File: config.mk
export PLATFORM = sky130hd
export DESIGN_NAME = sha512_procb_feeder_flat
export DESIGN_NICKNAME = d
export VERILOG_FILES = /design/src/rtl/sha512_procb_feeder_if.sv /design/src/rtl/sha512_procb_feeder.sv /design/src/flat_wrapper.sv
export SDC_FILE = /design/constraint.sdc
export NUM_CORES = 1
export LEC_CHECK = 0
export CAP_MARGIN = 20
export CELL_PAD_IN_SITES_DETAIL_PLACEMENT = 2
export CELL_PAD_IN_SITES_GLOBAL_PLACEMENT = 2
export CORE_MARGIN = 2
export CORE_UTILIZATION = 24
export CTS_CLUSTER_DIAMETER = 150
export DETAILED_ROUTE_END_ITERATION = 16
export HOLD_SLACK_MARGIN = 0.02
export PLACE_DENSITY_LB_ADDON = 0.1
export SLEW_MARGIN = 20
export SYNTH_ARGS = -nofsm -noshare
export SYNTH_HDL_FRONTEND = slang
export SYNTH_SLANG_ARGS = --single-unit
File: constraint.sdc
create_clock -name clk_i -period 4.3 [get_ports clk_i]
set_input_delay 0.645 -clock clk_i [delete_from_list [all_inputs] [get_ports clk_i]]
set_output_delay 0.645 -clock clk_i [all_outputs]
set_load 0.005 [all_outputs]
File: src/rtl/sha512_procb_feeder_if.sv
// Request, unit-memory and realign8_pad signals between the process_bytes
// caller and sha512_procb_feeder.
interface sha512_procb_feeder_if #(
  parameter int ADDR_MSB  = 7,
  parameter int CNT_MSB   = 7,
  parameter int TOTAL_MSB = 11
);
  logic                  init;
  logic                  start;
  logic [ADDR_MSB:0]     addr;
  logic [CNT_MSB:0]      cnt;
  logic                  fin;
  logic                  ready;
  logic                  out_full;
  logic                  mem_rd_en;
  logic [ADDR_MSB-3:0]   mem_raddr;
  logic [63:0]           mem_dout;
  logic                  wr_en;
  logic [3:0]            len;
  logic [2:0]            off;
  logic [63:0]           din;
  logic                  add0x80pad;
  logic                  add0pad;
  logic                  add_total;
  logic [TOTAL_MSB:0]    total_bytes;

  modport master (
    output init, start, addr, cnt, fin, out_full, mem_dout,
    input  ready, mem_rd_en, mem_raddr, wr_en, len, off, din,
           add0x80pad, add0pad, add_total, total_bytes
  );

  modport slave (
    input  init, start, addr, cnt, fin, out_full, mem_dout,
    output ready, mem_rd_en, mem_raddr, wr_en, len, off, din,
           add0x80pad, add0pad, add_total, total_bytes
  );
endinterface

File: src/rtl/sha512_procb_feeder.sv
// Feeds realign8_pad from unit memory for process_bytes requests and appends
// SHA-512 padding (0x80, zero words, length word) up to the next 128-byte block.
//
// state | meaning
// IDLE  | ready for init / start
// DATA  | reading message words from memory
// PAD80 | emitting the 0x80 padding word
// PAD0  | emitting zero words up to the length slot
// TOTAL | emitting the total-length word
module sha512_procb_feeder #(
  parameter int ADDR_MSB  = 7,
  parameter int CNT_MSB   = 7,
  parameter int TOTAL_MSB = 11
) (
  input  logic                   clk_i,
  input  logic                   rst_i,
  sha512_procb_feeder_if.slave   bus
);

  typedef enum logic [2:0] {
    S_IDLE,
    S_DATA,
    S_PAD80,
    S_PAD0,
    S_TOTAL
  } state_e;

  state_e              state_q, state_d;
  logic [ADDR_MSB-3:0] waddr_q, waddr_d;
  logic [CNT_MSB:0]    rem_q, rem_d;
  logic                fin_q, fin_d;
  logic                first_q, first_d;
  logic [2:0]          soff_q, soff_d;
  logic [TOTAL_MSB:0]  total_q, total_d;
  logic [6:0]          bp_q, bp_d;
  logic [4:0]          zcnt_q, zcnt_d;
  logic                wr_en_q, wr_en_d;
  logic [3:0]          len_q, len_d;
  logic [2:0]          off_q, off_d;
  logic                a80_q, a80_d;
  logic                a0_q, a0_d;
  logic                at_q, at_d;
  logic                rd_en;

  logic [2:0]          off_cur;
  logic [3:0]          avail;
  logic [3:0]          len_data;
  logic [CNT_MSB:0]    len_data_ext;
  logic [3:0]          pad_len;
  logic [6:0]          bp_pad;
  logic [3:0]          w_pad;
  logic [4:0]          zfill;

  assign off_cur      = first_q ? soff_q : 3'd0;
  assign avail        = 4'd8 - {1'b0, off_cur};
  assign len_data     = (rem_q < {{(CNT_MSB-3){1'b0}}, avail}) ? rem_q[3:0] : avail;
  assign len_data_ext = {{(CNT_MSB-3){1'b0}}, len_data};

  // 0x80 word closes the current 8-byte lane; a 0x80 word landing in word 14
  // leaves no room for the length, so a full extra block of zeros follows.
  assign pad_len = 4'd8 - {1'b0, total_q[2:0]};
  assign bp_pad  = bp_q + {3'b000, pad_len};
  assign w_pad   = bp_pad[6:3];
  assign zfill   = (w_pad == 4'd15) ? 5'd16 : (5'd15 - {1'b0, w_pad});

  always_ff @(posedge clk_i) begin
    if (rst_i) begin
      state_q <= S_IDLE;
      waddr_q <= '0;
      rem_q   <= '0;
      fin_q   <= 1'b0;
      first_q <= 1'b0;
      soff_q  <= '0;
      total_q <= '0;
      bp_q    <= '0;
      zcnt_q  <= '0;
      wr_en_q <= 1'b0;
      len_q   <= '0;
      off_q   <= '0;
      a80_q   <= 1'b0;
      a0_q    <= 1'b0;
      at_q    <= 1'b0;
    end else begin
      state_q <= state_d;
      waddr_q <= waddr_d;
      rem_q   <= rem_d;
      fin_q   <= fin_d;
      first_q <= first_d;
      soff_q  <= soff_d;
      total_q <= total_d;
      bp_q    <= bp_d;
      zcnt_q  <= zcnt_d;
      wr_en_q <= wr_en_d;
      len_q   <= len_d;
      off_q   <= off_d;
      a80_q   <= a80_d;
      a0_q    <= a0_d;
      at_q    <= at_d;
    end
  end

  always_comb begin
    state_d = state_q;
    waddr_d = waddr_q;
    rem_d   = rem_q;
    fin_d   = fin_q;
    first_d = first_q;
    soff_d  = soff_q;
    total_d = total_q;
    bp_d    = bp_q;
    zcnt_d  = zcnt_q;
    wr_en_d = 1'b0;
    len_d   = 4'd0;
    off_d   = 3'd0;
    a80_d   = 1'b0;
    a0_d    = 1'b0;
    at_d    = 1'b0;
    rd_en   = 1'b0;

    unique case (state_q)
      S_IDLE: begin
        if (bus.init) begin
          total_d = '0;
          bp_d    = '0;
        end else if (bus.start) begin
          waddr_d = bus.addr[ADDR_MSB:3];
          soff_d  = bus.addr[2:0];
          rem_d   = bus.cnt;
          fin_d   = bus.fin;
          first_d = 1'b1;
          if (bus.cnt != '0) begin
            state_d = S_DATA;
          end else if (bus.fin) begin
            state_d = S_PAD80;
          end
        end
      end

      S_DATA: begin
        if (!bus.out_full) begin
          rd_en   = 1'b1;
          wr_en_d = 1'b1;
          len_d   = len_data;
          off_d   = off_cur;
          waddr_d = waddr_q + 1'b1;
          rem_d   = rem_q - len_data_ext;
          total_d = total_q + {{(TOTAL_MSB-3){1'b0}}, len_data};
          bp_d    = bp_q + {3'b000, len_data};
          first_d = 1'b0;
          if (rem_q == len_data_ext) begin
            state_d = fin_q ? S_PAD80 : S_IDLE;
          end
        end
      end

      S_PAD80: begin
        if (!bus.out_full) begin
          a80_d   = 1'b1;
          a0_d    = 1'b1;
          len_d   = pad_len;
          bp_d    = bp_pad;
          zcnt_d  = zfill;
          state_d = (zfill != 5'd0) ? S_PAD0 : S_TOTAL;
        end
      end

      S_PAD0: begin
        if (!bus.out_full) begin
          a0_d   = 1'b1;
          len_d  = 4'd8;
          bp_d   = bp_q + 7'd8;
          zcnt_d = zcnt_q - 1'b1;
          if (zcnt_q <= 5'd1) begin
            state_d = S_TOTAL;
          end
        end
      end

      S_TOTAL: begin
        if (!bus.out_full) begin
          at_d    = 1'b1;
          len_d   = 4'd8;
          bp_d    = '0;
          state_d = S_IDLE;
        end
      end

      default: state_d = S_IDLE;
    endcase
  end

  assign bus.ready       = (state_q == S_IDLE);
  assign bus.mem_rd_en   = rd_en;
  assign bus.mem_raddr   = waddr_q;
  assign bus.wr_en       = wr_en_q;
  assign bus.len         = len_q;
  assign bus.off         = off_q;
  assign bus.din         = bus.mem_dout;
  assign bus.add0x80pad  = a80_q;
  assign bus.add0pad     = a0_q;
  assign bus.add_total   = at_q;
  assign bus.total_bytes = total_q;

endmodule

File: src/flat_wrapper.sv
// flat-port wrapper written by rule: the top's interface ports become plain ports
module sha512_procb_feeder_flat 
#(
  parameter int ADDR_MSB  = 7,
  parameter int CNT_MSB   = 7,
  parameter int TOTAL_MSB = 11
)
  (clk_i, rst_i, bus_init, bus_start, bus_addr, bus_cnt, bus_fin, bus_out_full, bus_mem_dout, bus_ready, bus_mem_rd_en, bus_mem_raddr, bus_wr_en, bus_len, bus_off, bus_din, bus_add0x80pad, bus_add0pad, bus_add_total, bus_total_bytes);
  sha512_procb_feeder_if #(.ADDR_MSB(ADDR_MSB), .CNT_MSB(CNT_MSB), .TOTAL_MSB(TOTAL_MSB)) bus_i ();
  input  logic clk_i;
  input  logic rst_i;
  input wire logic [$bits(bus_i.init)-1:0] bus_init;
  input wire logic [$bits(bus_i.start)-1:0] bus_start;
  input wire logic [$bits(bus_i.addr)-1:0] bus_addr;
  input wire logic [$bits(bus_i.cnt)-1:0] bus_cnt;
  input wire logic [$bits(bus_i.fin)-1:0] bus_fin;
  input wire logic [$bits(bus_i.out_full)-1:0] bus_out_full;
  input wire logic [$bits(bus_i.mem_dout)-1:0] bus_mem_dout;
  output wire logic [$bits(bus_i.ready)-1:0] bus_ready;
  output wire logic [$bits(bus_i.mem_rd_en)-1:0] bus_mem_rd_en;
  output wire logic [$bits(bus_i.mem_raddr)-1:0] bus_mem_raddr;
  output wire logic [$bits(bus_i.wr_en)-1:0] bus_wr_en;
  output wire logic [$bits(bus_i.len)-1:0] bus_len;
  output wire logic [$bits(bus_i.off)-1:0] bus_off;
  output wire logic [$bits(bus_i.din)-1:0] bus_din;
  output wire logic [$bits(bus_i.add0x80pad)-1:0] bus_add0x80pad;
  output wire logic [$bits(bus_i.add0pad)-1:0] bus_add0pad;
  output wire logic [$bits(bus_i.add_total)-1:0] bus_add_total;
  output wire logic [$bits(bus_i.total_bytes)-1:0] bus_total_bytes;
  assign bus_i.init = bus_init;
  assign bus_i.start = bus_start;
  assign bus_i.addr = bus_addr;
  assign bus_i.cnt = bus_cnt;
  assign bus_i.fin = bus_fin;
  assign bus_i.out_full = bus_out_full;
  assign bus_i.mem_dout = bus_mem_dout;
  assign bus_ready = bus_i.ready;
  assign bus_mem_rd_en = bus_i.mem_rd_en;
  assign bus_mem_raddr = bus_i.mem_raddr;
  assign bus_wr_en = bus_i.wr_en;
  assign bus_len = bus_i.len;
  assign bus_off = bus_i.off;
  assign bus_din = bus_i.din;
  assign bus_add0x80pad = bus_i.add0x80pad;
  assign bus_add0pad = bus_i.add0pad;
  assign bus_add_total = bus_i.add_total;
  assign bus_total_bytes = bus_i.total_bytes;
  sha512_procb_feeder #(.ADDR_MSB(ADDR_MSB), .CNT_MSB(CNT_MSB), .TOTAL_MSB(TOTAL_MSB)) u_core (.clk_i(clk_i), .rst_i(rst_i), .bus(bus_i));
endmodule
* Word level (Yosys, flattened, before mapping)
Index checks and enable logic that the tools add are counted.
Cells by class: $add $sub $neg 10, magnitude comparators 2, equal/unequal tests 16, mux-type cells 46, bitwise gates (word level) 5, reduce and logical (&&, ||, !) cells 18
Operators with widths (count):
- 3-bit 2-to-1 mux | 12
- 7-bit 2-to-1 mux | 5
- 7-bit case mux with 5 select lines | 1
- 5-bit 2-to-1 mux | 6
- 12-bit 2-to-1 mux | 2
- 8-bit 2-to-1 mux | 3
- 12-bit case mux with 2 select lines | 1
- 5-bit case mux with 2 select lines | 2
- 4-bit 2-to-1 mux | 4
- 8-bit case mux with 2 select lines | 1
- 3-bit case mux with 5 select lines | 1
- 7-bit by 4-bit adder with 7-bit output | 2
- 2-bit inequality test (second input constant) | 7
- 12-bit by 4-bit adder with 12-bit output | 1
- 4-bit case mux with 3 select lines | 1
- 5-bit nonzero test | 2
- 2-bit OR reduction | 5
- 3-bit AND reduction | 3
- 9-bit AND reduction | 1
- 8-bit by 4-bit equality test with 1-bit output | 1
- 8-bit by 4-bit less-than comparator with 1-bit output | 1
- 8-bit nonzero test | 1
- 4-bit by 3-bit subtractor with 4-bit output (first input constant) | 2
- 8-bit by 4-bit subtractor with 8-bit output | 1
- other kinds (20) | 31
Storage, ports and cells: register bits after elaboration 56, input port bits 86

* Depth between registers and ports, before layout
depth in word-level cells 8, gate-level depth with buffers 18

* Least setup slack after synthesis
No wires, ideal clock.
path kind flip-flop to flip-flop, start register u_core.first_q, end register u_core.total_q[11], in the netlist u_core.bus.total_bytes[11], setup time 70 ps, arrival time 3782 ps, data required time 4230 ps, setup slack 448 ps, stages on the path, launching flop included 16, clock period less this slack 3852 ps, path through dfxtp_1 nand2_1 ha_1 inv_1 ha_1 and4bb_2 o21bai_1 a2111oi_4 mux2i_1 inv_1 ha_1 a21o_1 a21oi_1 o21a_1 or4_1 a21oi_1
On the way: longest elaborated chain between the ends 7
Ends and longest elaborated chain:
- from (decl) | line sha512_procb_feeder.sv:32 | logic first_q, first_d;
- from (signal assigned) | line sha512_procb_feeder.sv:88 | first_q <= first_d;
- 3-bit 2-to-1 mux (*) | line sha512_procb_feeder.sv:54 | assign off_cur = first_q ? soff_q : 3'd0;
- 4-bit by 3-bit subtractor with 4-bit output (*) | line sha512_procb_feeder.sv:55 | assign avail = 4'd8 - {1'b0, off_cur};
- 8-bit by 4-bit less-than comparator with 1-bit output | line sha512_procb_feeder.sv:56 | assign len_data = (rem_q < {{(CNT_MSB-3){1'b0}}, avail}) ? rem_q[3:0] : avail;
- 4-bit 2-to-1 mux (*) | line sha512_procb_feeder.sv:56
- 12-bit by 4-bit adder with 12-bit output (*) | line sha512_procb_feeder.sv:147 | total_d = total_q + {{(TOTAL_MSB-3){1'b0}}, len_data};
- 12-bit 2-to-1 mux (*) | line sha512_procb_feeder.sv:140 | if (!bus.out_full) begin
- 12-bit case mux with 2 select lines (*) | line sha512_procb_feeder.sv:120 | unique case (state_q)
- to (signal assigned) | line sha512_procb_feeder.sv:90 | total_q <= total_d;
- to (decl) | line sha512_procb_feeder.sv:34 | logic [TOTAL_MSB:0] total_q, total_d;
Every way passes the cells marked *; elsewhere a longest branch is shown, timed or not. The select of a mux whose other input is x is not followed. A chain may end at the register's enable or synchronous reset.

* Worst setup path after layout
start register u_core.first_q, end register u_core.bp_q[6]
On the way: longest elaborated chain between the ends 7
Ends and longest elaborated chain:
- 3-bit 2-to-1 mux (*) | line sha512_procb_feeder.sv:54
- 4-bit by 3-bit subtractor with 4-bit output (*) | line sha512_procb_feeder.sv:55
- 8-bit by 4-bit less-than comparator with 1-bit output | line sha512_procb_feeder.sv:56
- 4-bit 2-to-1 mux (*) | line sha512_procb_feeder.sv:56
- 7-bit by 4-bit adder with 7-bit output (*) | line sha512_procb_feeder.sv:148 | bp_d = bp_q + {3'b000, len_data};
- 7-bit 2-to-1 mux (*) | line sha512_procb_feeder.sv:140
- 7-bit case mux with 5 select lines (*) | line sha512_procb_feeder.sv:120
- to (signal assigned) | line sha512_procb_feeder.sv:91 | bp_q <= bp_d;
- to (decl) | line sha512_procb_feeder.sv:35 | logic [6:0] bp_q, bp_d;
Marks and branches as above.

==> flow_metrics.py <==
metrics = {
    "status": {
        "outcome": "finished, final reports clean",
    },
    "synthesis": {
        "synthMuxAreaShare": 0.0196,
        "synthTopCellsByArea": "dfxtp_1 27%, buf_4 11%, ha_1 7.7%",
        "synth_commonest_cells": "64 x buf_4, 56 x dfxtp_1, 42 x nand2_1",
        "synthSimpleGateAreaFrac": 0.188,
        "post_synth_fa_ha_maj_area_fraction": 0.0961,
        "synth.ff_latch_count": 56,
        "synth-compound-area-share": 0.229,
        "synth_area_sq_um": 4220,
        "synth_top_family_by_area": "compound AO/OA/AOI/OAI gates",
        "yosysMostFrequentCell": "buf_4",
        "avgSynthCellArea_sq_um": 8.16,
        "synth-edff-count": 0,
        "syn-num-nets": 633,
        "synth_top_area_frac": 0.266,
        "yosysUniqueCellTypes": 70,
        "synthFlopType": "dfxtp_1",
        "synthCells": 517,
        "yosys_warnings": 0,
        "async_flop_share": 0,
        "synth_xor_area_frac": 0.0353,
        "synth_top_cell_by_area": "dfxtp_1",
        "ys_seq_area_frac": 0.266,
    },
    "final_layout": {
        "fin_nets": 616,
        "syn_to_final_growth_pct": 10.9,
        "final_util": 0.271,
        "fillers": 1966,
        "final_cells": 726,
        "num_antenna_cells": 0,
        "drive_gt1_frac": 0.0878,
    },
    "clock_network": {
        "cts-root-buf": "clkbuf_16",
        "clock_sinks": 56,
        "cts_tree": "built",
        "clkSlewWorstSetupHoldPaths_ps": 80,
        "hold_buffers": 0,
        "htree_num_levels": 2,
        "clk_latency_ps": 310,
        "cts_buffer_depth": 2,
        "numCtsBuffers": 5,
    },
    "sta": {
        "finalWorstPathRequiredPeriod_ps": 3970,
        "fmax_ghz": 0.252,
        "hold_viol": 0,
        "clock_skew_ps": 6.59,
        "fin_crit_sh": 0.924,
        "setup_slack_ps": 328,
        "grt_setup_unrepaired": "false",
        "worst_pin_slew_ps": 818,
        "tns_ps": 0,
        "slew_headroom": 0.454,
        "setup_viol": 0,
        "slew_violations": 0,
    },
    "setup_path": {
        "crit_chain": "nand2_1 > ha_1 > inv_1 > ha_1 > and4bb_2 > o21bai_1 > a2111oi_4 > mux2_2 > inv_1 > ha_1 > inv_1 > fa_1 > nor2b_1 > o21a_1 > o21ai_0 > a2111oi_2 > a221o_1",
        "r2r_start": "u_core.first_q$_SDFFE_PP0P_",
        "cp-start-kind": "register",
        "path_delay_family": "compound AO/OA/AOI/OAI gates",
        "crit_path_top_delay_cell": "fa_1",
        "worstPathRequired_ps": 4560,
        "reg2reg_to": "u_core.bp_q[6]$_SDFFE_PP0P_",
        "path_class": "reg -> reg",
        "cp-end-kind": "register",
        "worstPathMaxFanout": 6,
        "slowest_delay_ps": 390,
        "rr_worst_depth": 17,
        "cp.arrival_ps": 4230,
        "rrSetupSlack_ps": 330,
        "cp_num_buf_inv": 3,
    },
    "pwr": {
        "p_per_area_nw_per_um2": 514,
        "vdd_drop_max_v": 0.000185,
        "p_leak_uw": 0.00169,
    },
    "grt": {
        "grt_overflow": 0,
        "grt_max_degree": 30,
        "grt_antenna_before_repair": 0,
        "track_usage": 0.158,
        "grt_pass1_wl_um": 22600,
        "grt_pass1_vias": 4052,
    },
    "placement": {
        "preCtsSetupSlack_ps": 171,
        "io_buffers": 51,
        "hpwlAfterDp_um": 10800,
        "gp_congestion": 0.791,
        "placed_cells": 717,
    },
    "hold_path": {
        "hold_path_end": "u_core.fin_q$_SDFFE_PP0P_",
        "worstHoldPathCells": 2,
        "worstHoldPathType": "reg -> reg",
        "min-delay-start": "u_core.fin_q$_SDFFE_PP0P_",
    },
    "floorplan": {
        "die_w_um": 137,
        "io_pins": 180,
        "row_count": 48,
        "initial_core_util": 0.245,
        "die_height_um": 137,
        "coreArea_sq_um": 17200,
        "die_area_sq_um": 18700,
    },
    "drt": {
        "avgRoutedWirePerCell_um": 19.7,
        "viasPerCell": 5.03,
        "ant_nets": 0,
        "wl_um": 14300,
        "drt_iter0_markers": 126,
        "vias": 3650,
        "firstDrtPassIters": 4,
        "drc": 0,
    },
    "run": {
        "maxCapViolCount": 0,
    },
}
## stage by stage
step                      area (sq um)  total power, uW  hold WS (ps)
final                             4680             2410           485
after detailed placement          4500             1980           475
after CTS                         4650             2450           488
after global routing              4680             2620           506
after global placement            4500             1950           467
after floorplan                   4220             1570           436
## worst reg2reg max path, stage by stage, from the launching register on
cell and delay (ps):
dfxtp_2 380, nand2_1 110, ha_1 320, inv_1 50, ha_1 200, and4bb_2 310, o21bai_1 110, a2111oi_4 330
mux2_2 380, inv_1 120, ha_1 190, inv_1 60, fa_1 390, nor2b_1 150, o21a_1 160, o21ai_0 140
a2111oi_2 390, a221o_1 150
## timing repair
action,4_1_cts,5_1_grt
buffers inserted,0,1
resized for setup,0,9
setup endpoints to repair,0,15
## cell families after synthesis
| family | after synthesis |
|---|---|
| buf+inv | 117 |
| xor+xnor | 17 |
| mux | 8 |
| fa+ha+maj | 30 |
| compound gates | 136 |
| flops | 56 |
| simple gates | 153 |
## state kept, by name (all words and copies together), names as in the netlist
register / flops
u_core.bus.len: 4
u_core.state_q: 3
u_core.zcnt_q: 5
u_core.bus.add0pad: 1
u_core.bus.total_bytes: 12
u_core.bus.mem_raddr: 5
u_core.fin_q: 1
u_core.rem_q: 8
u_core.first_q: 1
u_core.bus.add0x80pad: 1
u_core.bus.wr_en: 1
u_core.bus.add_total: 1
u_core.bus.off: 3
u_core.bp_q: 7
u_core.soff_q: 3
## cell type report
class	count	area [sq um]	area share
Multi-Input combinational cell	344	2410	0.516
Sequential cell	56	1120	0.240
Timing Repair Buffer	63	601	0.128
Tap cell	225	282	0.0602
Clock buffer	5	125	0.0267
Inverter	30	113	0.0241
Clock inverter	3	22.5	0.00481
## worst max path at each step
stage / slack [ps] / cells after the start / endpoint / from
2_1_floorplan: 450 / 15 / u_core.bus.total_bytes[11]$_SDFFE_PP0P_ / u_core.first_q$_SDFFE_PP0P_
3_3_place_gp: 360 / 17 / u_core.bus.total_bytes[6]$_SDFFE_PP0P_ / u_core.first_q$_SDFFE_PP0P_
3_5_place_dp: 170 / 18 / u_core.bp_q[6]$_SDFFE_PP0P_ / u_core.first_q$_SDFFE_PP0P_
4_1_cts: 150 / 18 / u_core.bp_q[6]$_SDFFE_PP0P_ / u_core.first_q$_SDFFE_PP0P_
5_1_grt: 7 / 18 / u_core.bp_q[6]$_SDFFE_PP0P_ / u_core.soff_q[1]$_SDFFE_PP0P_
6_report: 330 / 17 / u_core.bp_q[6]$_SDFFE_PP0P_ / u_core.first_q$_SDFFE_PP0P_
## layout by cell type, fill, tap and decap left out, types with 6 or more instances in the layout
cell and n:
dfxtp_1 54, clkdlybuf4s50_1 51, nand2_1 42, nor2_1 41, inv_1 30, a21oi_1 27
o21ai_0 27, ha_1 26, nand3_1 13, xnor2_1 12, buf_4 12, nor3_1 11
a22oi_1 9, a211oi_1 8, nor2b_1 7, o21a_1 7, o22ai_1 7, mux2i_1 6
## layer usage
layer	part of all wire	GRT usage	wire length, um
met5	0	0	0
met1	0.47	0.208	6790
met3	0.036	0.0274	521
met4	0.014	0.0411	197
met2	0.48	0.266	6810
## power by group
part	internal, uW	total [uW]	switching (uW)
combinational	501	1270	766
sequential	592	690	97.4
clock	220	450	230
(Power assumes the default switching activity.)
